<file path="src/rtl/fp_pkg.sv">
// Shared types and field helpers for the mini-float add/subtract unit.
// Field helpers take widths as arguments so any EXP_W/FRAC_W instance can reuse them.
package fp_pkg;

    typedef enum logic [2:0] {IDLE, ALIGN, ADD, NORM, ROUND, DONE} state_t;

    localparam int FLD_W = 32;

    function automatic int bias(input int exp_w);
        return (1 << (exp_w - 1)) - 1;
    endfunction

    function automatic logic fld_sign(input logic [FLD_W-1:0] word, input int exp_w, input int frac_w);
        return word[exp_w + frac_w];
    endfunction

    function automatic logic [FLD_W-1:0] fld_exp(input logic [FLD_W-1:0] word, input int exp_w, input int frac_w);
        return (word >> frac_w) & ((FLD_W'(1) << exp_w) - FLD_W'(1));
    endfunction

    function automatic logic [FLD_W-1:0] fld_frac(input logic [FLD_W-1:0] word, input int exp_w, input int frac_w);
        return word & ((FLD_W'(1) << frac_w) - FLD_W'(1));
    endfunction

endpackage

</file>
<file path="src/rtl/fp_round_rne.sv">
// Round-to-nearest-even on a normalised significand, with mantissa-carry renormalisation
// and saturation to the largest finite value. Purely combinational.
module fp_round_rne #(
    parameter int EXP_W  = 3,
    parameter int FRAC_W = 4
) (
    input  logic [FRAC_W-1:0] i_frac,
    input  logic              i_g,
    input  logic              i_r,
    input  logic              i_sticky,
    input  logic [EXP_W:0]    i_exp,
    output logic [FRAC_W-1:0] o_frac,
    output logic [EXP_W-1:0]  o_exp,
    output logic              o_ovf
);

    localparam logic [EXP_W:0] EXP_ONES = (EXP_W+1)'(2**EXP_W - 1);

    logic              w_up;
    logic [FRAC_W:0]   w_inc;
    logic [EXP_W:0]    w_exp;

    always_comb begin
        w_up   = i_g & (i_r | i_sticky | i_frac[0]);
        w_inc  = {1'b0, i_frac} + {{FRAC_W{1'b0}}, w_up};
        // A carry out of the fraction means 10.000..: frac wraps to 0 and exp steps up.
        w_exp  = i_exp + {{EXP_W{1'b0}}, w_inc[FRAC_W]};
        o_frac = w_inc[FRAC_W-1:0];
        o_exp  = w_exp[EXP_W-1:0];
        o_ovf  = 1'b0;
        if (i_exp == '0) begin
            o_frac = '0;
            o_exp  = '0;
        end else if (w_exp >= EXP_ONES) begin
            o_ovf  = 1'b1;
            o_exp  = EXP_ONES[EXP_W-1:0] - EXP_W'(1);
            o_frac = '1;
        end
    end

endmodule

</file>
<file path="src/rtl/fp_addsub_seq.sv">
// Iterative mini-float add/subtract: align one bit per cycle, add, normalise, round (RNE).
// Latency d+k+4 from accept; one op in flight; DONE holds the result until out_ready.
module fp_addsub_seq
    import fp_pkg::*;
#(
    parameter  int EXP_W  = 3,
    parameter  int FRAC_W = 4,
    localparam int W      = 1 + EXP_W + FRAC_W
) (
    input  logic         clk,
    input  logic         rst_n,
    input  logic         in_valid,
    output logic         in_ready,
    input  logic [W-1:0] a,
    input  logic [W-1:0] b,
    input  logic         op,
    output logic         out_valid,
    input  logic         out_ready,
    output logic [W-1:0] result,
    output logic         ovf,
    output logic         unf
);

    localparam int SW = FRAC_W + 4;
    localparam int XW = EXP_W + 1;
    localparam logic [EXP_W-1:0] EXP_ONES = '1;
    localparam logic [EXP_W-1:0] EXP_SAT  = EXP_W'(2**EXP_W - 2);

    state_t r_state, w_state_nxt;

    logic [SW-1:0]    r_sig_big, r_sig_small;
    logic [EXP_W-1:0] r_diff;
    logic [XW-1:0]    r_exp;
    logic             r_sign, r_sub, r_sticky, r_flush;
    logic [W-1:0]     r_result;
    logic             r_ovf, r_unf;

    logic             w_sa, w_sb, w_a_big, w_collapse;
    logic [EXP_W-1:0] w_ea, w_eb, w_e_big, w_e_small, w_diff;
    logic [FRAC_W-1:0] w_fa, w_fb;
    logic [SW-1:0]    w_sig_a, w_sig_b, w_sig_l, w_sig_s, w_sum;
    logic [FRAC_W-1:0] w_rnd_frac;
    logic [EXP_W-1:0] w_rnd_exp;
    logic             w_rnd_ovf;

    always_comb begin
        w_sa = fld_sign(FLD_W'(a), EXP_W, FRAC_W);
        w_sb = fld_sign(FLD_W'(b), EXP_W, FRAC_W) ^ op;
        w_ea = EXP_W'(fld_exp(FLD_W'(a), EXP_W, FRAC_W));
        w_eb = EXP_W'(fld_exp(FLD_W'(b), EXP_W, FRAC_W));
        w_fa = FRAC_W'(fld_frac(FLD_W'(a), EXP_W, FRAC_W));
        w_fb = FRAC_W'(fld_frac(FLD_W'(b), EXP_W, FRAC_W));
        // Reserved all-ones exponent reads as the largest finite value; zero ignores frac.
        if (w_ea == EXP_ONES) begin w_ea = EXP_SAT; w_fa = '1; end
        if (w_eb == EXP_ONES) begin w_eb = EXP_SAT; w_fb = '1; end
        if (w_ea == '0) w_fa = '0;
        if (w_eb == '0) w_fb = '0;
        w_sig_a    = (w_ea == '0) ? '0 : {2'b01, w_fa, 2'b00};
        w_sig_b    = (w_eb == '0) ? '0 : {2'b01, w_fb, 2'b00};
        w_a_big    = ({w_ea, w_fa} >= {w_eb, w_fb});
        w_e_big    = w_a_big ? w_ea : w_eb;
        w_e_small  = w_a_big ? w_eb : w_ea;
        w_sig_l    = w_a_big ? w_sig_a : w_sig_b;
        w_sig_s    = w_a_big ? w_sig_b : w_sig_a;
        w_diff     = w_e_big - w_e_small;
        w_collapse = (32'(w_diff) > FRAC_W + 3);
        // Sticky acts as a borrow from below R when the magnitudes are subtracted.
        w_sum      = r_sub ? (r_sig_big - r_sig_small - SW'(r_sticky))
                           : (r_sig_big + r_sig_small);
    end

    always_ff @(posedge clk or negedge rst_n) begin
        if (!rst_n) r_state <= IDLE;
        else        r_state <= w_state_nxt;
    end

    always_comb begin
        w_state_nxt = r_state;
        case (r_state)
            IDLE:  if (in_valid) w_state_nxt = ALIGN;
            ALIGN: if (r_diff == '0) w_state_nxt = ADD;
            ADD:   w_state_nxt = NORM;
            NORM:  if (r_sig_big == '0 || r_sig_big[SW-2] || r_exp == XW'(1)) w_state_nxt = ROUND;
            ROUND: w_state_nxt = DONE;
            DONE:  if (out_ready) w_state_nxt = IDLE;
            default: w_state_nxt = IDLE;
        endcase
    end

    always_ff @(posedge clk or negedge rst_n) begin
        if (!rst_n) begin
            r_sig_big   <= '0;
            r_sig_small <= '0;
            r_diff      <= '0;
            r_exp       <= '0;
            r_sign      <= 1'b0;
            r_sub       <= 1'b0;
            r_sticky    <= 1'b0;
            r_flush     <= 1'b0;
            r_result    <= '0;
            r_ovf       <= 1'b0;
            r_unf       <= 1'b0;
        end else begin
            case (r_state)
                IDLE: if (in_valid) begin
                    r_sign    <= w_a_big ? w_sa : w_sb;
                    r_sub     <= w_sa ^ w_sb;
                    r_exp     <= {1'b0, w_e_big};
                    r_sig_big <= w_sig_l;
                    r_flush   <= 1'b0;
                    if (w_collapse) begin
                        r_sig_small <= '0;
                        r_sticky    <= (w_sig_s != '0);
                        r_diff      <= '0;
                    end else begin
                        r_sig_small <= w_sig_s;
                        r_sticky    <= 1'b0;
                        r_diff      <= w_diff;
                    end
                end
                ALIGN: if (r_diff != '0) begin
                    r_sig_small <= r_sig_small >> 1;
                    r_sticky    <= r_sticky | r_sig_small[0];
                    r_diff      <= r_diff - EXP_W'(1);
                end
                ADD: if (w_sum[SW-1]) begin
                    r_sig_big <= w_sum >> 1;
                    r_exp     <= r_exp + XW'(1);
                    r_sticky  <= r_sticky | w_sum[0];
                end else begin
                    r_sig_big <= w_sum;
                end
                NORM: if (r_sig_big == '0) begin
                    r_exp  <= '0;
                    r_sign <= 1'b0;
                end else if (!r_sig_big[SW-2] && r_exp == XW'(1)) begin
                    r_sig_big <= '0;
                    r_exp     <= '0;
                    r_sign    <= 1'b0;
                    r_sticky  <= 1'b0;
                    r_flush   <= 1'b1;
                end else if (!r_sig_big[SW-2]) begin
                    r_sig_big <= r_sig_big << 1;
                    r_exp     <= r_exp - XW'(1);
                end
                ROUND: begin
                    r_result <= {r_sign, w_rnd_exp, w_rnd_frac};
                    r_ovf    <= w_rnd_ovf;
                    r_unf    <= r_flush;
                end
                default: ;
            endcase
        end
    end

    fp_round_rne #(.EXP_W(EXP_W), .FRAC_W(FRAC_W)) u_round (
        .i_frac   (r_sig_big[FRAC_W+1:2]),
        .i_g      (r_sig_big[1]),
        .i_r      (r_sig_big[0]),
        .i_sticky (r_sticky),
        .i_exp    (r_exp),
        .o_frac   (w_rnd_frac),
        .o_exp    (w_rnd_exp),
        .o_ovf    (w_rnd_ovf)
    );

    assign in_ready  = (r_state == IDLE);
    assign out_valid = (r_state == DONE);
    assign result    = r_result;
    assign ovf       = r_ovf;
    assign unf       = r_unf;

endmodule

</file>
<file path="config.mk">
export PLATFORM = sky130hd
export DESIGN_NAME = fp_addsub_seq
export DESIGN_NICKNAME = d
export VERILOG_FILES = /design/src/rtl/fp_pkg.sv /design/src/rtl/fp_round_rne.sv /design/src/rtl/fp_addsub_seq.sv
export SDC_FILE = /design/constraint.sdc
export NUM_CORES = 1
export LEC_CHECK = 0
export CAP_MARGIN = 0
export CORE_MARGIN = 2
export CORE_UTILIZATION = 25
export DETAILED_ROUTE_END_ITERATION = 8
export SETUP_SLACK_MARGIN = 0.5
export SYNTH_ARGS = -nofsm -noshare
export SYNTH_HDL_FRONTEND = slang
export SYNTH_HIERARCHICAL = 1
export SYNTH_SLANG_ARGS = --single-unit
</file>
<file path="constraint.sdc">
create_clock -name clk -period 7.1 [get_ports clk]
set_clock_uncertainty 0.1 [all_clocks]
set_input_delay 2.13 -clock clk [delete_from_list [all_inputs] [get_ports clk]]
set_output_delay 2.13 -clock clk [all_outputs]
set_load 0.01 [all_outputs]
</file>
### After elaboration in Yosys (flattened, before gate mapping)

Cells that the tools add are included.

| storage, ports and cells | value |
|---|---|
| bits in registers | 40 |
| bits of input ports | 21 |

| operators by class | value |
|---|---|
| add/subtract/negate cells | 9 |
| magnitude comparators | 2 |
| eq/ne operators | 19 |
| muxes and demuxes | 55 |
| bitwise operators | 7 |
| reduce and logical (&&, ||, !) cells | 24 |

Operator list:

| kind | count |
|---|---|
| $mux 8 | 7 |
| $mux 4 | 11 |
| $mux 3 | 12 |
| $mux 7 | 5 |
| $pmux 8 s3 | 1 |
| $pmux 3 s6 | 1 |
| $pmux 8 s2 | 1 |
| $reduce_and 4->1 | 4 |
| $ne 2x2->1 const B | 7 |
| $eq 3x3->1 const B | 4 |
| $logic_not 3->1 | 4 |
| $mux 1 | 12 |
| $pmux 4 s3 | 1 |
| $reduce_and 3->1 | 3 |
| $add 8x8->8 | 1 |
| $logic_not 8->1 | 1 |
| $sub 8x1->8 | 1 |
| $sub 8x8->8 | 1 |
| $ge 7x7->1 | 1 |
| $eq 3x2->1 const B | 2 |
| $ne 3x3->1 const B | 2 |
| $pmux 3 s2 | 1 |
| $reduce_and 6->1 | 1 |
| $reduce_bool 3->1 | 2 |
| other kinds (23) | 30 |

### Depth between registers and ports, before layout

| depth | value |
|---|---|
| depth after elaboration | 9 |
| gate-level depth with buffers | 16 |
| mapped depth without buffers | 14 |

### Hierarchy

The synthesis kept the hierarchy.

By module, submodules not included:

| module | instances | cells an instance | area an instance (um^2) | sequential area each (um^2) |
|---|---|---|---|---|
| fp_addsub_seq | 1 | 412 | 3394.5 | 950.9 |
| fp_round_rne | 1 | 25 | 222.7 | 0.0 |

### Worst setup path before layout

Ideal clock, no wire load.

| timing path | value |
|---|---|
| kind | input-to-reg |
| start point | in a[5] |
| end point | reg r_diff[2] |
| setup time | 0.142 ns |
| arrival | 4.823 ns |
| required time | 6.858 ns |
| slack | 2.035 ns |
| cell stages on the path | 14 |
| path through | clkbuf_1 > or2_2 > a22oi_1 > ha_1 > nor2b_1 > o21ai_0 > a21oi_1 > clkbuf_1 > and3_1 > nor2_1 > ha_1 > nor3_1 > xor2_1 > o221ai_1 |

| between the ends | value |
|---|---|
| longest elaborated chain between the ends | 9 |
| elaborated cells between the ends (all ways) | 11 |
| those cells by class | add/sub: 1; order compare: 1; eq/ne: 1; mux: 7; reduce/logical: 1 |

Ends and longest elaborated chain:

| item | RTL line | text |
|---|---|---|
| start, declared | fp_addsub_seq.sv:14 | `input logic [W-1:0] a,` |
| $eq 3x3->1 | fp_addsub_seq.sv:54 | `if (w_ea == EXP_ONES) begin w_ea = EXP_SAT; w_fa = '1; end` |
| $mux 3 | fp_addsub_seq.sv:54 |  |
| $logic_not 3->1 | fp_addsub_seq.sv:56 | `if (w_ea == '0) w_fa = '0;` |
| $mux 4 | fp_addsub_seq.sv:56 |  |
| $ge 7x7->1 | fp_addsub_seq.sv:60 | `w_a_big = ({w_ea, w_fa} >= {w_eb, w_fb});` |
| $mux 3, on equally long branches | fp_addsub_seq.sv:61, fp_addsub_seq.sv:62 |  |
| $sub 3x3->3 * | fp_addsub_seq.sv:65 | `w_diff = w_e_big - w_e_small;` |
| $mux 3 * | fp_addsub_seq.sv:105 | `IDLE: if (in_valid) begin` |
| $pmux 3 s2 * | fp_addsub_seq.sv:104 | `case (r_state)` |
| end signal, assigned | fp_addsub_seq.sv:118 | `r_diff <= w_diff;` |
| end signal, assigned | fp_addsub_seq.sv:124 | `r_diff <= r_diff - EXP_W'(1);` |
| end, declared | fp_addsub_seq.sv:32 | `logic [EXP_W-1:0] r_diff;` |

Mark *: on every way between the ends. The rest lies on a longest branch, timed or not. The select of a mux whose other input is x is not followed.
A chain may end at the register's enable or synchronous reset.

### Worst setup path after layout

Ends and elaborated chain as after synthesis.

==> flow_summary.ini <==
[clocking]
clock_tree.root_cell = sky130_fd_sc_hd__clkbuf_16
clock_path_buffers = 2
tritoncts.num_buffers = 5
postCtsHoldBufs = 0
insertion_delay_ps = 280
cts_max_level = 2
cts_tree = built
clk_transition_reported_paths_ps = 60
cts-resized-gates = 0
clock_sinks = 38
postCtsSetupBuffers = 0

[place]
placedCellCount = 634
routabilityCongestion = 0.945
place_worst_setup_slack_ps = 1570
numPortBuffers = 32
place_hpwl_um = 7130

[route]
detail-route-antenna-nets = 0
detail_route.drc_violations = 0
drt-pass1-iter-count = 4
totalWireLength_um = 9190
via_count_of_the_routed_design = 3212
route.detailed.vias_per_inst = 5.00
wl_per_cell_um = 14.3
detailedRoute.firstIterationViolations = 253

[global_routing]
groute.layer.met3.usage_pct = 2.10
grt_antenna_before_repair = 0
groute.usage.overall_pct = 11.9
gr-usage-met1_pct = 17.3
grt_start_max_net_pins = 39
grt_pass1_wl_um = 15200
globalRoute.busiestLayer = met2
gr-usage-met2_pct = 18.5
grt_overflow_total = 0
number_of_global_route_vias_before_repair = 3001

[synthesis]
number_of_synthesized_flops_with_an_enable_pin = 0
average_size_of_a_mapped_cell_um2 = 8.28
yosys.area.top_type = sky130_fd_sc_hd__dfrtp_1
seq_area_frac_synth_pct = 26.3
yosys-top-cells-area = sky130_fd_sc_hd__dfrtp_1 (26%), sky130_fd_sc_hd__ha_1 (12%), sky130_fd_sc_hd__a21oi_1 (7.1%), sky130_fd_sc_hd__o21ai_0 (5.1%), sky130_fd_sc_hd__nor2_1 (4.4%)
synth_largest_type_area_fraction_pct = 26.3
synth_area_mm2 = 0.00362
synth.yosys.warnings = 6
synth_cell_type_count = 63
async_flop_share_pct = 100
netlist_instances = 437
synth_nets = 496
synth_top_flop_cell = sky130_fd_sc_hd__dfrtp_1
ys_seq_elements = 38

[pwr]
power.net_switching_w = 0.000941
power.ir.vdd_worst_mv = 0.136
pwr-share-clk_pct = 11.6
combPwrFrac_pct = 63.8
powerDensity_mw_per_mm2 = 458
sw_frac_of_total_pct = 48.3
power.sequential.fraction_pct = 24.6
power.static_leakage_nw = 1.79
p_int_w = 0.00101

[status]
run_status = complete, no violations

[cells_and_area]
design.final.nets = 520
fin_cells = 642
area_growth_syn_to_layout_pct = 17.6
layout_cell_share_with_drive_strength_beyond_1_pct = 8.44
final_core_utilization_pct = 30.4
filler_cell_count = 1492
antennaDiodeCount = 0

[floorplan]
die_height_um = 124
die_area_mm2 = 0.0154
placement_rows = 43
die_width_um = 124
core_area_mm2 = 0.0140
initial_utilization_pct = 25.9
ioPinCount = 33

[sta]
hold_ws_ps = 404
final_min_period_over_clock_period_pct = 73.7
postLayoutSetupSlackWorst_ps = 1870
setup_viol = 0
final-max-slew-violation-count = 0
rsz_0062_raised_after_global_routing = false
finalWorstPathRequiredPeriod_ps = 5230
timing.fmax_mhz = 191
hold_viol = 0
worst_slew_pin_slew_ps = 902
relSlewSlack_pct = 39.9
totalNegativeSetupSlack_ps = 0

[setup_path]
critical_path.top_delay_family = simple AND/OR/NAND/NOR gates
timing.critical_path.required_ps = 7130
crit_path_max_incr_delay_ps = 570
worst-r2r-setup-slack_ps = 3940
endpoint_kind_of_the_worst_setup_timing_path = register
critical_path_fanout_max = 10
crit_type = input port to register
critical_path_arrival_ps = 5260
critical_path.n_buffers_inverters = 1
category_of_the_worst_setup_path_launch_point = input port
r2r.worst_path.cells = 11
critical_path.reg2reg.endpoint = r_sig_big[2]
critPathLaunch = a[5]
r2r_start = r_sig_big[4]
setup.worst_path.end = r_diff[2]
worst_path_most_repeated_cell = sky130_fd_sc_hd__ha_1
critical_path_cell_count = 13
worstPathCellList = clkdlybuf4s50_1 > or2_2 > a22oi_1 > ha_1 > nor2b_1 > o21ai_0 > a21oi_2 > and3_1 > nor2_1 > ha_1 > nor3_1 > xor2_1 > o221ai_1
cp_slowest_cell = sky130_fd_sc_hd__clkdlybuf4s50_1

[min_path]
holdCritPathClass = register to register

[job]
cap_violations = 0
logic make-up (layout without fill, tap and decap cells):
logic type | count (synthesis) | in the layout | synth area share [%]
buffers and inverters | 51 | 76 | 5.33
XOR/XNOR | 18 | 18 | 4.57
flip-flops | 38 | 38 | 26.3
multiplexers | 28 | 28 | 8.47
AND/OR/NAND/NOR | 123 | 123 | 17.5
AO/OA/AOI/OAI | 141 | 141 | 24.0
adder cells (fa/ha/maj) | 38 | 38 | 13.8
flip-flops by register name (all words and copies together) (netlist names):
| signal | cells |
|---|---|
| result | 8 |
| r_sig_big | 7 |
| r_sig_small | 7 |
| r_exp | 4 |
| r_diff | 3 |
| r_state | 3 |
| ovf | 1 |
| r_flush | 1 |
| r_sign | 1 |
| r_sticky | 1 |
| r_sub | 1 |
| unf | 1 |
worst register-to-register path: stages, from the launching register on:
cell                      delay [ps]
sky130_fd_sc_hd__dfrtp_1         510
sky130_fd_sc_hd__inv_1           120
sky130_fd_sc_hd__ha_1            370
sky130_fd_sc_hd__inv_1            90
sky130_fd_sc_hd__ha_1            340
sky130_fd_sc_hd__or3_1           370
sky130_fd_sc_hd__o21ai_2          80
sky130_fd_sc_hd__a21oi_2          60
sky130_fd_sc_hd__or3_4           390
sky130_fd_sc_hd__and3_1          270
sky130_fd_sc_hd__mux2i_1         170
sky130_fd_sc_hd__o22a_1          180
per-stage QoR:
step	total power [W]	area, um2
2_1_floorplan	0.00138	3620
3_3_place_gp	0.00169	4110
3_5_place_dp	0.00172	4110
4_1_cts	0.00196	4260
5_1_grt	0.00214	4260
6_report	0.00195	4260
final cells by class:
cell class	count	area (um2)	share of cell area [%]
clock inverters	1	5.00	0.118
flip-flops and latches	38	951	22.3
repair buffers	33	323	7.59
inverters	35	131	3.09
multi-input cells	348	2480	58.2
well taps	180	225	5.29
clock buffers	7	143	3.35
how the worst min path moves through the flow:
stage,start,to,depth (start not counted)
after global routing,result[2],result[2],1
after CTS,result[7],result[7],1
after detailed placement,result[7],result[7],1
after global placement,result[7],result[7],1
after floorplan,r_sig_small[0],r_sig_small[0],2
final,ovf,ovf,1
layer usage:
layer | share of wire (%) | up-vias
li1 | - | 1616
met1 | 49 | 1518
met2 | 45 | 72
met3 | 4.6 | 6
met4 | 0.59 | 0
met5 | 0 | -
Yosys cell counts (11+ instances only):
library cell / n
sky130_fd_sc_hd__xnor2_1: 11
sky130_fd_sc_hd__clkbuf_1: 14
sky130_fd_sc_hd__a21oi_1: 51
sky130_fd_sc_hd__nor2_1: 42
sky130_fd_sc_hd__nand2_1: 31
sky130_fd_sc_hd__inv_1: 35
sky130_fd_sc_hd__mux2i_1: 13
sky130_fd_sc_hd__dfrtp_1: 38
sky130_fd_sc_hd__mux2_2: 13
sky130_fd_sc_hd__ha_1: 35
sky130_fd_sc_hd__o21ai_0: 37
placed cells by master (no fill, tap or decap), drive strengths merged, types with 5 or more instances in the layout:
cell type      Yosys  routed
ha                35      35
nand2b             8       8
clkdlybuf4s50      0      31
inv               35      35
xor2               7       7
mux2i             13      13
a31oi              7       7
mux2              15      15
a211oi             8       8
nor2b              6       6
nor3               8       8
xnor2             11      11
a21oi             53      53
dfrtp             38      38
o211ai             6       6
nor2              43      43
nand3              5       5
clkbuf            14       7
o21ai             39      39
nand2             31      31
power by group through the flow:
stage | Sequential (W) | Combinational (W) | Clock (W)
after detailed placement | 0.000483 | 0.00124 | 0
final | 0.000480 | 0.00124 | 0.000226
after floorplan | 0.000418 | 0.000963 | 0
after global placement | 0.000477 | 0.00121 | 0
after CTS | 0.000479 | 0.00125 | 0.000232
after global routing | 0.000504 | 0.00140 | 0.000244
No activity file was read; power rests on OpenSTA's default activity.
==> variant 1: new RTL, same flow settings <==
`FRAC_W` is set to 4 in 2 places; all go to 6.
--- a/src/rtl/fp_round_rne.sv
+++ b/src/rtl/fp_round_rne.sv
@@ -4,3 +4,3 @@
     parameter int EXP_W  = 3,
-    parameter int FRAC_W = 4
+    parameter int FRAC_W = 6
 ) (
--- a/src/rtl/fp_addsub_seq.sv
+++ b/src/rtl/fp_addsub_seq.sv
@@ -6,3 +6,3 @@
     parameter  int EXP_W  = 3,
-    parameter  int FRAC_W = 4,
+    parameter  int FRAC_W = 6,
     localparam int W      = 1 + EXP_W + FRAC_W
Interface: changed (resized a, b and result); port bits go from 33 to 39. No check against the original RTL was run, so the function may have changed too.
==> variant 1 against the unedited design <==
  * Wire length increased by 26%
  * Non-clock buffer count increased by 7
  * Total power increased by 25%
  * Setup slack got worse by 450 ps
  * Die area increased by 20%
  * Sequential cell count increased by 6
  * Synthesized area increased by 21%
  * Cell area increased by 19%
  * Critical path type unchanged
  * Largest power group unchanged
  * Highest routed layer unchanged
==> variant 1: results (changes against the unedited design) <==
The run finished with clean final reports. Sorting the synthesized cells by how often they occur yields sky130_fd_sc_hd__a21oi_1 (60), sky130_fd_sc_hd__nor2_1 (53), sky130_fd_sc_hd__dfrtp_1 (44), sky130_fd_sc_hd__nand2_1 (44), sky130_fd_sc_hd__ha_1 (43). The net switching power figure was 1.19 mW (+26%). The tools report the routability congestion estimate from global placement as 0.896 (-5.2%). By area the synthesized netlist is led by sky130_fd_sc_hd__dfrtp_1 (25%), sky130_fd_sc_hd__ha_1 (12%), sky130_fd_sc_hd__a21oi_1 (6.9%). The leakage power total came out at 2.15 nW (+20%). The transition time at the pin with the least slew margin is 1130 ps (+224 ps), and the fmax is 0.176 GHz (-7.9%). The pin count of the biggest net entering global routing is 45 (+15%), and the wire length the detailed router placed on met1 is 5.68 mm (+25%).

The number of library cell types mapped by synthesis is 64 (+1.6%). The cell count of the worst reg-to-reg path came out at 12 (+1). The global-route total usage across every layer is 0.132 (+0.0136). The first-pass GRT wire length was 20.0 mm (+31%); the arrival time at the worst endpoint was 5780 ps (+520 ps). The maximum fanout encountered on the critical timing path works out to 29 (+19). The met2 layer usage reported by global route is 0.211 (+0.0265), and the count of input and output buffers is 38 (+19%). The sequential-to-total area share from yosys stat came out at 0.252 (-0.0109). The worst slack after detailed placement was 1160 ps (-406 ps). For the power in the clock group, the log shows 0.221 mW (-2%).

The tools report the reg-to-reg startpoint as r_sig_big[0]. The tools report the share of power burned in combinational logic as 0.679 (+0.041). The area share of the largest cell type after synthesis was 0.252 (-0.0109). In this run the most critical hold path is launched from r_diff[1]. The detail-routed net length per standard cell was 14.8 microns (+3.5%); the fraction of final layout cells sized beyond drive strength 1 was 0.0806 (-0.00377).

The internal reg-to-reg setup slack was 3210 ps (-730 ps). The fill cell instance count of the final layout was 1866 (+25%). The flip-flop count of the largest register after layout works out to 10 (+2). The run gives 0.000148 V (+8.6%) as the peak supply drop. The net count of the finished layout was 629 (+21%).

The iteration count of the initial detailed-routing pass was 5 (+1); the via count was 3985 (+24%). For the fraction of met3 tracks used by global routing, the log shows 0.0209 (-0.000168). Cell depth of the worst min-delay path: 2 (+1). In this run the critical register-to-register path is captured at r_sig_big[5]. The tools report the sum of met3 wire segment lengths after detailed routing as 588 microns (+38%).

The sum of met2 wire segment lengths after detailed routing was 5.20 mm (+25%).
## variant 1: stage by stage
step	util	std cells	instance area, sq um	hold slack [ps]	power [mW]
after global placement	0.288	776	4950	368	2.19
after floorplan	-	533	4370	344	1.79
final	0.296	783	5080	382	2.43
after CTS	0.296	783	5080	386	2.44
after detailed placement	0.288	776	4950	373	2.21
after global routing	0.296	783	5080	416	2.69
## variant 1: final cells by class
cell class	count	area share
sequential	44	0.217
multi-input combinational	426	0.595
inverter	41	0.0303
tap	225	0.0554
timing repair buffer	40	0.0768
clock inverter	1	0.000984
clock buffer	6	0.0254
## variant 1: logic make-up after synthesis
kind of cell / count (synthesis) / synth area share
flops: 44 / 0.252
buf+inv: 63 / 0.0561
fa+ha+maj: 46 / 0.137
simple gates: 162 / 0.188
mux: 33 / 0.0813
compound gates: 165 / 0.244
xor+xnor: 20 / 0.0418
==> variant 2: new RTL, same flow settings <==
Made on the original files. Re-encode `state_t` (6 states) as one-hot, 6 bits wide.
--- a/src/rtl/fp_pkg.sv
+++ b/src/rtl/fp_pkg.sv
@@ -4,3 +4,3 @@
 
-    typedef enum logic [2:0] {IDLE, ALIGN, ADD, NORM, ROUND, DONE} state_t;
+    typedef enum logic [5:0] {IDLE = 6'b000001, ALIGN = 6'b000010, ADD = 6'b000100, NORM = 6'b001000, ROUND = 6'b010000, DONE = 6'b100000} state_t;
 
Behaviour: same outputs for any inputs over 10 cycles, from zero or initial values and one cycle with rst_n low; not proved beyond that.
==> variant 2 against the unedited design <==
  * Cell area up 3.7%
  * Largest power group unchanged
  * Critical path type unchanged
  * Wire length up 0.73%
  * Combinational power up 3%
  * Synthesized area up 3.0%
  * First-iteration DRC count down 15%
  * Count of clock-buffer cells in the layout down 1
  * Setup slack worse by 50 ps
  * Total power up 3.9%
  * Sequential cell count up 3
==> variant 2: results (changes against the unedited design) <==
The worst slack after detailed placement came out at 1520 ps (-52.1 ps). The met2 layer usage reported by global route is 0.196 (+0.0113), and the area of the multi-input gates is 0.00250 sq mm (+1.1%). The tools report the sequential cell power as 0.474 mW (-1%). In this run the most critical hold path is launched from r_diff[1]. The number of library cell types mapped by synthesis came out at 63 (unchanged).

The wire length reported by the detailed router is 9.26 mm (+0.73%), and the register share of the cell area is 0.233 (+0.00938). The run gives 42 (+7.7%) as the pin count of the biggest net entering global routing. The internal reg-to-reg setup slack is 3460 ps (-480 ps). The logs give 0 (unchanged) for the post-cts repair resize count and 0.0242 (+0.00317) for the fraction of met3 tracks used by global routing.

The flip-flop count of the largest register after layout came out at 8 (unchanged). The tools report the placed wire-length estimate as 7.30 mm (+2.4%). By count the netlist is led by sky130_fd_sc_hd__dfrtp_1 (40), sky130_fd_sc_hd__inv_1 (38), sky130_fd_sc_hd__nand2_1 (37). The clock transition at the registers of the reported paths was 60 ps (about the same). The flow ran to the end, and the final reports show no timing, DRC or antenna violations.

The per-cell via count in the routed design is 5.12 (+2.3%). The path class of the tightest hold or removal check is register to register. The reg-to-reg startpoint is r_sig_big[0]. Fraction of final layout cells sized beyond drive strength 1: 0.0945 (+0.0101). Inverter count of the layout excluding clock inverters: 38 (+8.6%). The global-route total usage across every layer was 0.121 (+0.00225). The share of power burned in combinational logic is 0.633 (-0.005), and the iteration count of the initial detailed-routing pass is 5 (+1). The non-clock buffering overhead in the final layout works out to 0.0749 (-0.000988). The number of clock-tree buffers in the layout was 6 (-1).

The run gives 2 (unchanged) as the maximum buffer depth of the clock tree. The logs give 1.96 nW (+9.7%) for the leakage power total and 0.276 (+0.0127) for the sequential-to-total area share from yosys stat. In this run the critical register-to-register path is captured at r_sig_big[6]. The cell depth of the worst min-delay path works out to 2 (+1).

The post-synthesis register bit count was 41 (+7.9%). The routability congestion estimate from global placement is 0.870 (-7.9%), and the net count of the finished layout is 513 (-1.3%). The logs give 487 (-1.8%) for the total nets after synthesis and 1.06 mW (+5.5%) for the internal power summed over all cells.

The tools report the peak supply drop as 0.000134 V (-1.3%). The first-pass GRT wire length came out at 15.9 mm (+4.3%). The clock buffer and inverter area fraction after layout works out to 0.0400 (+0.00529). The run gives 334 (-4.0%) as the number of multi-input logic gates.

The count of plain and timing-repair buffers in the layout was 34 (+3.0%). The maximum fanout encountered on the critical timing path is 7 (-3). The arrival time at the worst endpoint was 5400 ps (+140 ps); the number of violations reported at the end of detailed-routing iteration 0 was 215 (-15%).

For the met1 capacity usage during global routing, the log shows 0.167 (-0.00596). In the post-synthesis netlist, the biggest area contributors are sky130_fd_sc_hd__dfrtp_1 (27%), sky130_fd_sc_hd__ha_1 (12%), sky130_fd_sc_hd__mux2i_1 (5.6%). The transition time at the pin with the least slew margin is 946 ps (+44.3 ps). Number of global-route vias before repair: 3283 (+9.4%). The sink of the worst hold path was r_diff[1].

Power drawn by the combinational cells: 1.28 mW (+3%). For the fill cell instance count of the final layout, the log shows 1556 (+4.3%).
-- variant 2: how the worst max path moves through the flow --
stage                endpoint  depth (start not counted)  slack, ps
floorplan           r_diff[2]                         15       1570
global placement    r_diff[2]                         13       1650
detailed placement  r_diff[2]                         13       1520
CTS                 r_diff[2]                         13       1820
global route        r_diff[2]                         13       1630
finish              r_diff[2]                         13       1820
-- variant 2: through the flow --
step	area [sq um]	hold WS (ps)	std cells
after floorplan	3730	350	428
after global placement	4240	370	631
after detailed placement	4240	396	631
after CTS	4410	410	639
after global routing	4410	430	639
final	4410	400	639
-- variant 2: kinds of logic (layout without fill, tap and decap cells) --
group,after synthesis,in the layout,synth area share
xor gates and xnor gates,15,15,0.0373
and+or+nand+nor,134,134,0.196
DFF,41,41,0.276
AOI/OAI and AO/OA,108,108,0.193
adders and majority gates,38,38,0.134
muxes,39,39,0.111
buffers and inverters,53,80,0.0534
-- variant 2: per-layer routing --
layer	wire length, microns	part of all wire	up-vias
li1	-	-	1617
met1	4420	0.48	1547
met2	4260	0.46	99
met3	490	0.053	9
met4	80	0.0086	0
met5	0	0	-
-- variant 2: worst max-delay path: stages --
cell	delay, ps
sky130_fd_sc_hd__clkdlybuf4s50_1	480
sky130_fd_sc_hd__or2_2	380
sky130_fd_sc_hd__a22oi_1	280
sky130_fd_sc_hd__inv_1	90
sky130_fd_sc_hd__ha_1	310
sky130_fd_sc_hd__a21oi_1	110
sky130_fd_sc_hd__o21ai_0	120
sky130_fd_sc_hd__a21oi_2	340
sky130_fd_sc_hd__a22oi_1	160
sky130_fd_sc_hd__ha_1	200
sky130_fd_sc_hd__a31o_2	210
sky130_fd_sc_hd__or4_1	490
sky130_fd_sc_hd__nand3_1	100
